<file path="config.mk">
export PLATFORM = sky130hd
export DESIGN_NAME = fifo2axi_unpack
export DESIGN_NICKNAME = d
export VERILOG_FILES = /design/src/rtl/fifo2axi_unpack.sv
export SDC_FILE = /design/constraint.sdc
export NUM_CORES = 2
export LEC_CHECK = 0
export BUFFER_PORTS_ARGS = -buffer_cell sky130_fd_sc_hd__buf_2
export CAP_MARGIN = 10
export CORE_UTILIZATION = 40
export DETAILED_ROUTE_END_ITERATION = 8
export SETUP_SLACK_MARGIN = 0.05
export SLEW_MARGIN = 10
export SYNTH_ARGS = -nofsm -noshare
export SYNTH_HDL_FRONTEND = slang
export SYNTH_SLANG_ARGS = --single-unit
</file>
<file path="constraint.sdc">
create_clock -name clk -period 36.4 [get_ports clk]
set_clock_uncertainty 0.1 [all_clocks]
set_input_delay 5.46 -clock clk [delete_from_list [all_inputs] [get_ports clk]]
set_output_delay 5.46 -clock clk [all_outputs]
set_load 0.01 [all_outputs]
</file>
<file path="src/rtl/fifo2axi_unpack.sv">
// fifo2axi_unpack: rebuilds 256-bit AXI4-Stream beats from 192-bit memory words.
// Word layout: {payload[201:10], bcnt[9:5], phase[4:2], last[1], rsvd[0]}.
// Packet layout: one header word carrying tuser, then 4 data words per 3 beats.
// Optional macro FIFO2AXI_PHASE_CHECK_EN: compare each word's phase field with
// the expected state and resynchronise on the next header after a mismatch.
module fifo2axi_unpack #(
  parameter int TDATA_WIDTH        = 32,
  parameter int TSTRB_WIDTH        = TDATA_WIDTH/8,
  parameter int TUSER_WIDTH        = 16,
  parameter int CROPPED_DATA_WIDTH = 24
) (
  input  logic                            clk,
  input  logic                            reset,
  input  logic [8*CROPPED_DATA_WIDTH+9:0] din,
  input  logic                            din_valid,
  output logic                            din_rd,
  output logic                            m_tvalid,
  input  logic                            m_tready,
  output logic [8*TDATA_WIDTH-1:0]        m_tdata,
  output logic [8*TSTRB_WIDTH-1:0]        m_tstrb,
  output logic [8*TUSER_WIDTH-1:0]        m_tuser,
  output logic                            m_tlast,
  output logic                            proto_err
);

  localparam int DW = 8*TDATA_WIDTH;
  localparam int PW = 8*CROPPED_DATA_WIDTH;
  localparam int UW = 8*TUSER_WIDTH;
  localparam int SW = 8*TSTRB_WIDTH;

`ifdef FIFO2AXI_PHASE_CHECK_EN
  typedef enum logic [2:0] {
    HDR = 3'd0, W1 = 3'd1, W2 = 3'd2, W3 = 3'd3, W4 = 3'd4, RESYNC = 3'd5
  } state_t;
`else
  typedef enum logic [2:0] {
    HDR = 3'd0, W1 = 3'd1, W2 = 3'd2, W3 = 3'd3, W4 = 3'd4
  } state_t;
`endif

  state_t        state_q, state_d;
  logic [UW-1:0] tuser_hold_q, tuser_hold_d;
  logic [PW-1:0] hold_a_q, hold_a_d;
  logic [127:0]  hold_b_q, hold_b_d;
  logic [63:0]   hold_c_q, hold_c_d;
  logic          m_tvalid_q, m_tvalid_d;
  logic [DW-1:0] m_tdata_q, m_tdata_d;
  logic [SW-1:0] m_tstrb_q, m_tstrb_d;
  logic [UW-1:0] m_tuser_q, m_tuser_d;
  logic          m_tlast_q, m_tlast_d;
  logic          proto_err_q, proto_err_d;

  logic [PW-1:0] payload;
  logic [4:0]    bcnt;
  logic [2:0]    phase;
  logic          last;
  logic          pop;
  logic          phase_bad;
  logic          load;
  logic [DW-1:0] beat;
  logic [SW-1:0] last_strb;

  assign payload   = din[PW+9:10];
  assign bcnt      = din[9:5];
  assign phase     = din[4:2];
  assign last      = din[1];
  // bcnt is bytes-1, so a shift by (31 - bcnt) leaves bcnt+1 low ones
  assign last_strb = {SW{1'b1}} >> (5'd31 - bcnt);

`ifdef FIFO2AXI_PHASE_CHECK_EN
  logic unused_rsvd;
  assign unused_rsvd = din[0];
  assign phase_bad   = (state_q != RESYNC) && (phase != 3'(state_q));
`else
  logic unused_bits;
  assign unused_bits = ^{din[0], phase};
  assign phase_bad   = 1'b0;
`endif

  // Pop control: header/first word never need the output slot; beat-completing words do.
  always_comb begin
    din_rd = din_valid;
    if (state_q == W2 || state_q == W3 || state_q == W4)
      din_rd = din_valid & (~m_tvalid_q | m_tready);
  end

  assign pop = din_valid & din_rd;

  // Next-state, holding registers and output register update.
  always_comb begin
    state_d      = state_q;
    tuser_hold_d = tuser_hold_q;
    hold_a_d     = hold_a_q;
    hold_b_d     = hold_b_q;
    hold_c_d     = hold_c_q;
    m_tdata_d    = m_tdata_q;
    m_tstrb_d    = m_tstrb_q;
    m_tuser_d    = m_tuser_q;
    m_tlast_d    = m_tlast_q;
    m_tvalid_d   = m_tvalid_q & ~m_tready;
    proto_err_d  = 1'b0;
    load         = 1'b0;
    beat         = '0;
    if (pop) begin
      if (phase_bad) begin
`ifdef FIFO2AXI_PHASE_CHECK_EN
        proto_err_d = 1'b1;
        state_d     = RESYNC;
`endif
      end else begin
        case (state_q)
          HDR: begin
            tuser_hold_d = payload[UW-1:0];
            state_d      = W1;
          end
          W1: begin
            if (last) begin
              proto_err_d = 1'b1;
              state_d     = HDR;
            end else begin
              hold_a_d = payload;
              state_d  = W2;
            end
          end
          W2: begin
            load     = 1'b1;
            beat     = {payload[63:0], hold_a_q};
            hold_b_d = payload[191:64];
            state_d  = last ? HDR : W3;
          end
          W3: begin
            load     = 1'b1;
            beat     = {payload[127:0], hold_b_q};
            hold_c_d = payload[191:128];
            state_d  = last ? HDR : W4;
          end
          W4: begin
            load    = 1'b1;
            beat    = {payload, hold_c_q};
            state_d = last ? HDR : W1;
          end
`ifdef FIFO2AXI_PHASE_CHECK_EN
          RESYNC: begin
            if (phase == 3'd0) begin
              tuser_hold_d = payload[UW-1:0];
              state_d      = W1;
            end
          end
`endif
          default: state_d = HDR;
        endcase
      end
    end
    if (load) begin
      m_tvalid_d = 1'b1;
      m_tdata_d  = beat;
      m_tuser_d  = tuser_hold_q;
      m_tlast_d  = last;
      m_tstrb_d  = last ? last_strb : {SW{1'b1}};
    end
  end

  // State and registered outputs; reset drops any partially built beat.
  always_ff @(posedge clk or posedge reset) begin
    if (reset) begin
      state_q      <= HDR;
      tuser_hold_q <= '0;
      hold_a_q     <= '0;
      hold_b_q     <= '0;
      hold_c_q     <= '0;
      m_tvalid_q   <= 1'b0;
      m_tdata_q    <= '0;
      m_tstrb_q    <= '0;
      m_tuser_q    <= '0;
      m_tlast_q    <= 1'b0;
      proto_err_q  <= 1'b0;
    end else begin
      state_q      <= state_d;
      tuser_hold_q <= tuser_hold_d;
      hold_a_q     <= hold_a_d;
      hold_b_q     <= hold_b_d;
      hold_c_q     <= hold_c_d;
      m_tvalid_q   <= m_tvalid_d;
      m_tdata_q    <= m_tdata_d;
      m_tstrb_q    <= m_tstrb_d;
      m_tuser_q    <= m_tuser_d;
      m_tlast_q    <= m_tlast_d;
      proto_err_q  <= proto_err_d;
    end
  end

  assign m_tvalid  = m_tvalid_q;
  assign m_tdata   = m_tdata_q;
  assign m_tstrb   = m_tstrb_q;
  assign m_tuser   = m_tuser_q;
  assign m_tlast   = m_tlast_q;
  assign proto_err = proto_err_q;

endmodule

</file>
==> impl_metrics.py <==
metrics = {
    "yosys": {
        "synth_flop_cell": "dfrtp_1",
        "synth_edf_count": 0,
        "ys_seq_area_share_pct": 58.10,
        "synth_top_area_share_pct": 58.10,
        "synth_nets": 3695,
        "synthCells": 3489,
        "synth.most_common_cell": "dfrtp_1",
        "synth_cell_types": 39,
        "synthTopCellsByArea": "dfrtp_1, mux2_2, mux2_4",
        "synth.avg_cell_area_sq_um": 11.53,
        "yosysWarnings": 0,
        "syn_area_sq_um": 40230,
        "synth_async_sr_flop_share_pct": 100.0,
        "ys_ff_latch": 934,
        "synth_common_cells": "dfrtp_1, nand2_1, mux2_2, nor2_1, o21ai_0",
        "yosysTopAreaCell": "dfrtp_1",
    },
    "setup_path": {
        "cp_slowest_cell": "nor2b_1",
        "crit_path_start_kind": "primary input",
        "worst-setup-path-type": "primary input to output pin",
        "critical_path.endpoint_type": "output pin",
        "path_cells": "buf_2 > nor2b_1 > o21ai_0 > and2_1 > buf_2",
        "timing.critical_path.mode_cell": "buf_2",
        "cp_data_required_time_ns": 30.84,
        "max_stage_delay_ns": 0.26,
        "cp_max_fo": 3,
        "ff2ff_path_depth": 7,
        "cp_data_arrival_time_ns": 6.29,
    },
    "timing": {
        "period_minus_slack_ns": 11.85,
        "tns_ns": 0,
        "worst_hold_slack_ns": 0.3547,
        "rsz0062_at_grt": "false",
        "slew_headroom_pct": 24.10,
        "setup_viol": 0,
        "tightest_slew_ns": 1.139,
        "hold_viol_final": 0,
        "timing.final.max_slew_violations": 0,
        "fmax_mhz": 84.41,
        "finalCritPeriodShare_pct": 32.55,
    },
    "pwr": {
        "pwr_density_cell_nw_per_um2": 88.97,
        "pwr-share-clk_pct": 23.9,
        "combPwrFrac_pct": 34.8,
        "p_int_mw": 2.798,
        "swShare_pct": 33.65,
        "irDropWorstVdd_mv": 0.04411,
        "seq_power_share_pct": 41.3,
        "power.switching_mw": 1.419,
        "power.leakage_nw": 23.46,
    },
    "floorplan": {
        "start_util_pct": 40.63,
        "die_height_um": 319.1,
        "coreArea_sq_um": 98990,
        "rows": 115,
        "die_x_um": 319.1,
        "num_io_pins": 626,
        "die_area_sq_um": 101800,
    },
    "detailed_routing": {
        "vias": 27603,
        "via_per_inst": 5.137,
        "route.detailed.drc": 0,
        "drt-total-wl_um": 107900,
        "ant_nets": 0,
        "drtIter0Drc": 1725,
        "firstDrtPassIters": 5,
        "wire_per_inst_um": 20.08,
    },
    "cts": {
        "path_clk_slew_ns": 0.06,
        "tritoncts": "yes",
        "cts_hold_buf": 0,
        "clockRootBuffer": "clkbuf_16",
        "clockBufferDepth": 3,
        "cts_resized": 0,
        "cts-buffers-inserted": 101,
        "clk-insertion-delay-late_ns": 0.67,
        "postCtsSetupBuffers": 0,
        "cts.sinks": 934,
        "htreeDepth": 3,
    },
    "global_route": {
        "grt_max_degree": 251,
        "grt_overflow": 0,
        "antenna_found_initial": 11,
        "grtUsageTotal_pct": 21.19,
        "grt_pass1_wl_um": 170500,
        "grt_pass1_vias": 27860,
    },
    "placed_design": {
        "postPlaceCellArea_sq_um": 44150,
        "port_buffers": 621,
        "hpwlAfterDp_um": 67800,
        "gp_congestion": 0.7959,
    },
    "final_layout": {
        "syn2layout_area_growth_pct": 17.84,
        "drive_above_1_share_pct": 32.65,
        "post-route-util_pct": 47.88,
        "final_nets": 4214,
        "stdcell_area_sq_um": 47400,
    },
    "outcome": {
        "outcome": "completed",
    },
    "min_path": {
        "hp-class": "flip-flop to flip-flop",
        "hold_depth": 2,
    },
    "job": {
        "maxCapViolCount": 0,
    },
}
==> power by group through the flow <==
| stage | combinational [mW] | clock, mW | sequential (mW) |
|---|---|---|---|
| 2_1_floorplan | 0.986 | 0 | 1.79 |
| 3_3_place_gp | 1.46 | 0 | 1.74 |
| 3_5_place_dp | 1.48 | 0 | 1.75 |
| 4_1_cts | 1.49 | 1.04 | 1.74 |
| 5_1_grt | 1.62 | 1.08 | 1.80 |
| 6_report | 1.47 | 1.01 | 1.74 |
==> layer usage <==
metal | part of all wire (%) | global-route usage (%) | vias to the layer above
met3 | 6.5 | 5.919 | 162
met2 | 47 | 33.57 | 622
met1 | 44 | 28.30 | 13911
met5 | 0.067 | 0 | -
met4 | 2.5 | 6.132 | 12
li1 | - | - | 12896
==> cell usage in the layout (no fill, tap or decap), types with 29 or more instances in the layout <==
cell type	count
dfrtp_1	933
nand2_1	655
buf_2	621
mux2_2	332
nor2_1	286
o21ai_0	266
a21oi_1	261
mux2i_1	256
mux2_4	180
clkbuf_16	103
buf_4	37
clkbuf_1	29
==> cells by family (layout without fill, tap and decap cells) <==
logic type,Yosys count,count (layout),synth area share [%]
compound gates,567,567,7.226
buf+inv,248,842,3.020
flops,934,934,58.10
mux,768,768,22.38
other cells,0,3,0
simple gates,972,972,9.269
==> layout make-up <==
type / instances / area, sq um
clock inverters: 21 / 216.5
well taps: 1287 / 1610
flip-flops and latches: 934 / 23380
clock buffers: 157 / 3030
diodes: 3 / 7.507
multi-input cells: 2307 / 15680
repair buffers: 662 / 3466
inverters: 2 / 15.01
fillers: 9238 / 51590
==> worst max-delay path: cells and delay by family <==
family / cells / cell delay, ns
and+or+nand+nor: 2 / 0.44
buffers and inverters: 2 / 0.26
AOI/OAI and AO/OA: 1 / 0.13
==> flip-flops by register name, indices dropped and copies added (netlist names), 3 cells and up <==
signal and count:
hold_a_q 192, hold_b_q 128, hold_c_q 64, m_tdata 256, m_tstrb 32, m_tuser 128
state_q 3, tuser_hold_q 128
==> stage by stage <==
stage	power (mW)	setup slack, ns	instances
final	4.217	24.55	5373
after global routing	4.495	24.41	5373
after global placement	3.200	24.54	5192
after CTS	4.265	24.54	5370
after detailed placement	3.235	24.54	5192
after floorplan	2.773	4.575	3489
==> final timing paths <==
check | startpoint | endpoint | slack [ns]
setup reg to reg | state_q[0] | m_tdata[223] | 31.79
hold / removal | tuser_hold_q[75] | m_tuser[75] | 0.35
hold reg to reg | tuser_hold_q[75] | m_tuser[75] | 0.35
min in group asynchronous | reset | m_tuser[97] | 4.80
setup / recovery | m_tready | din_rd | 24.55
max in group asynchronous | reset | m_tdata[67] | 28.03
(Power assumes the default switching activity.)
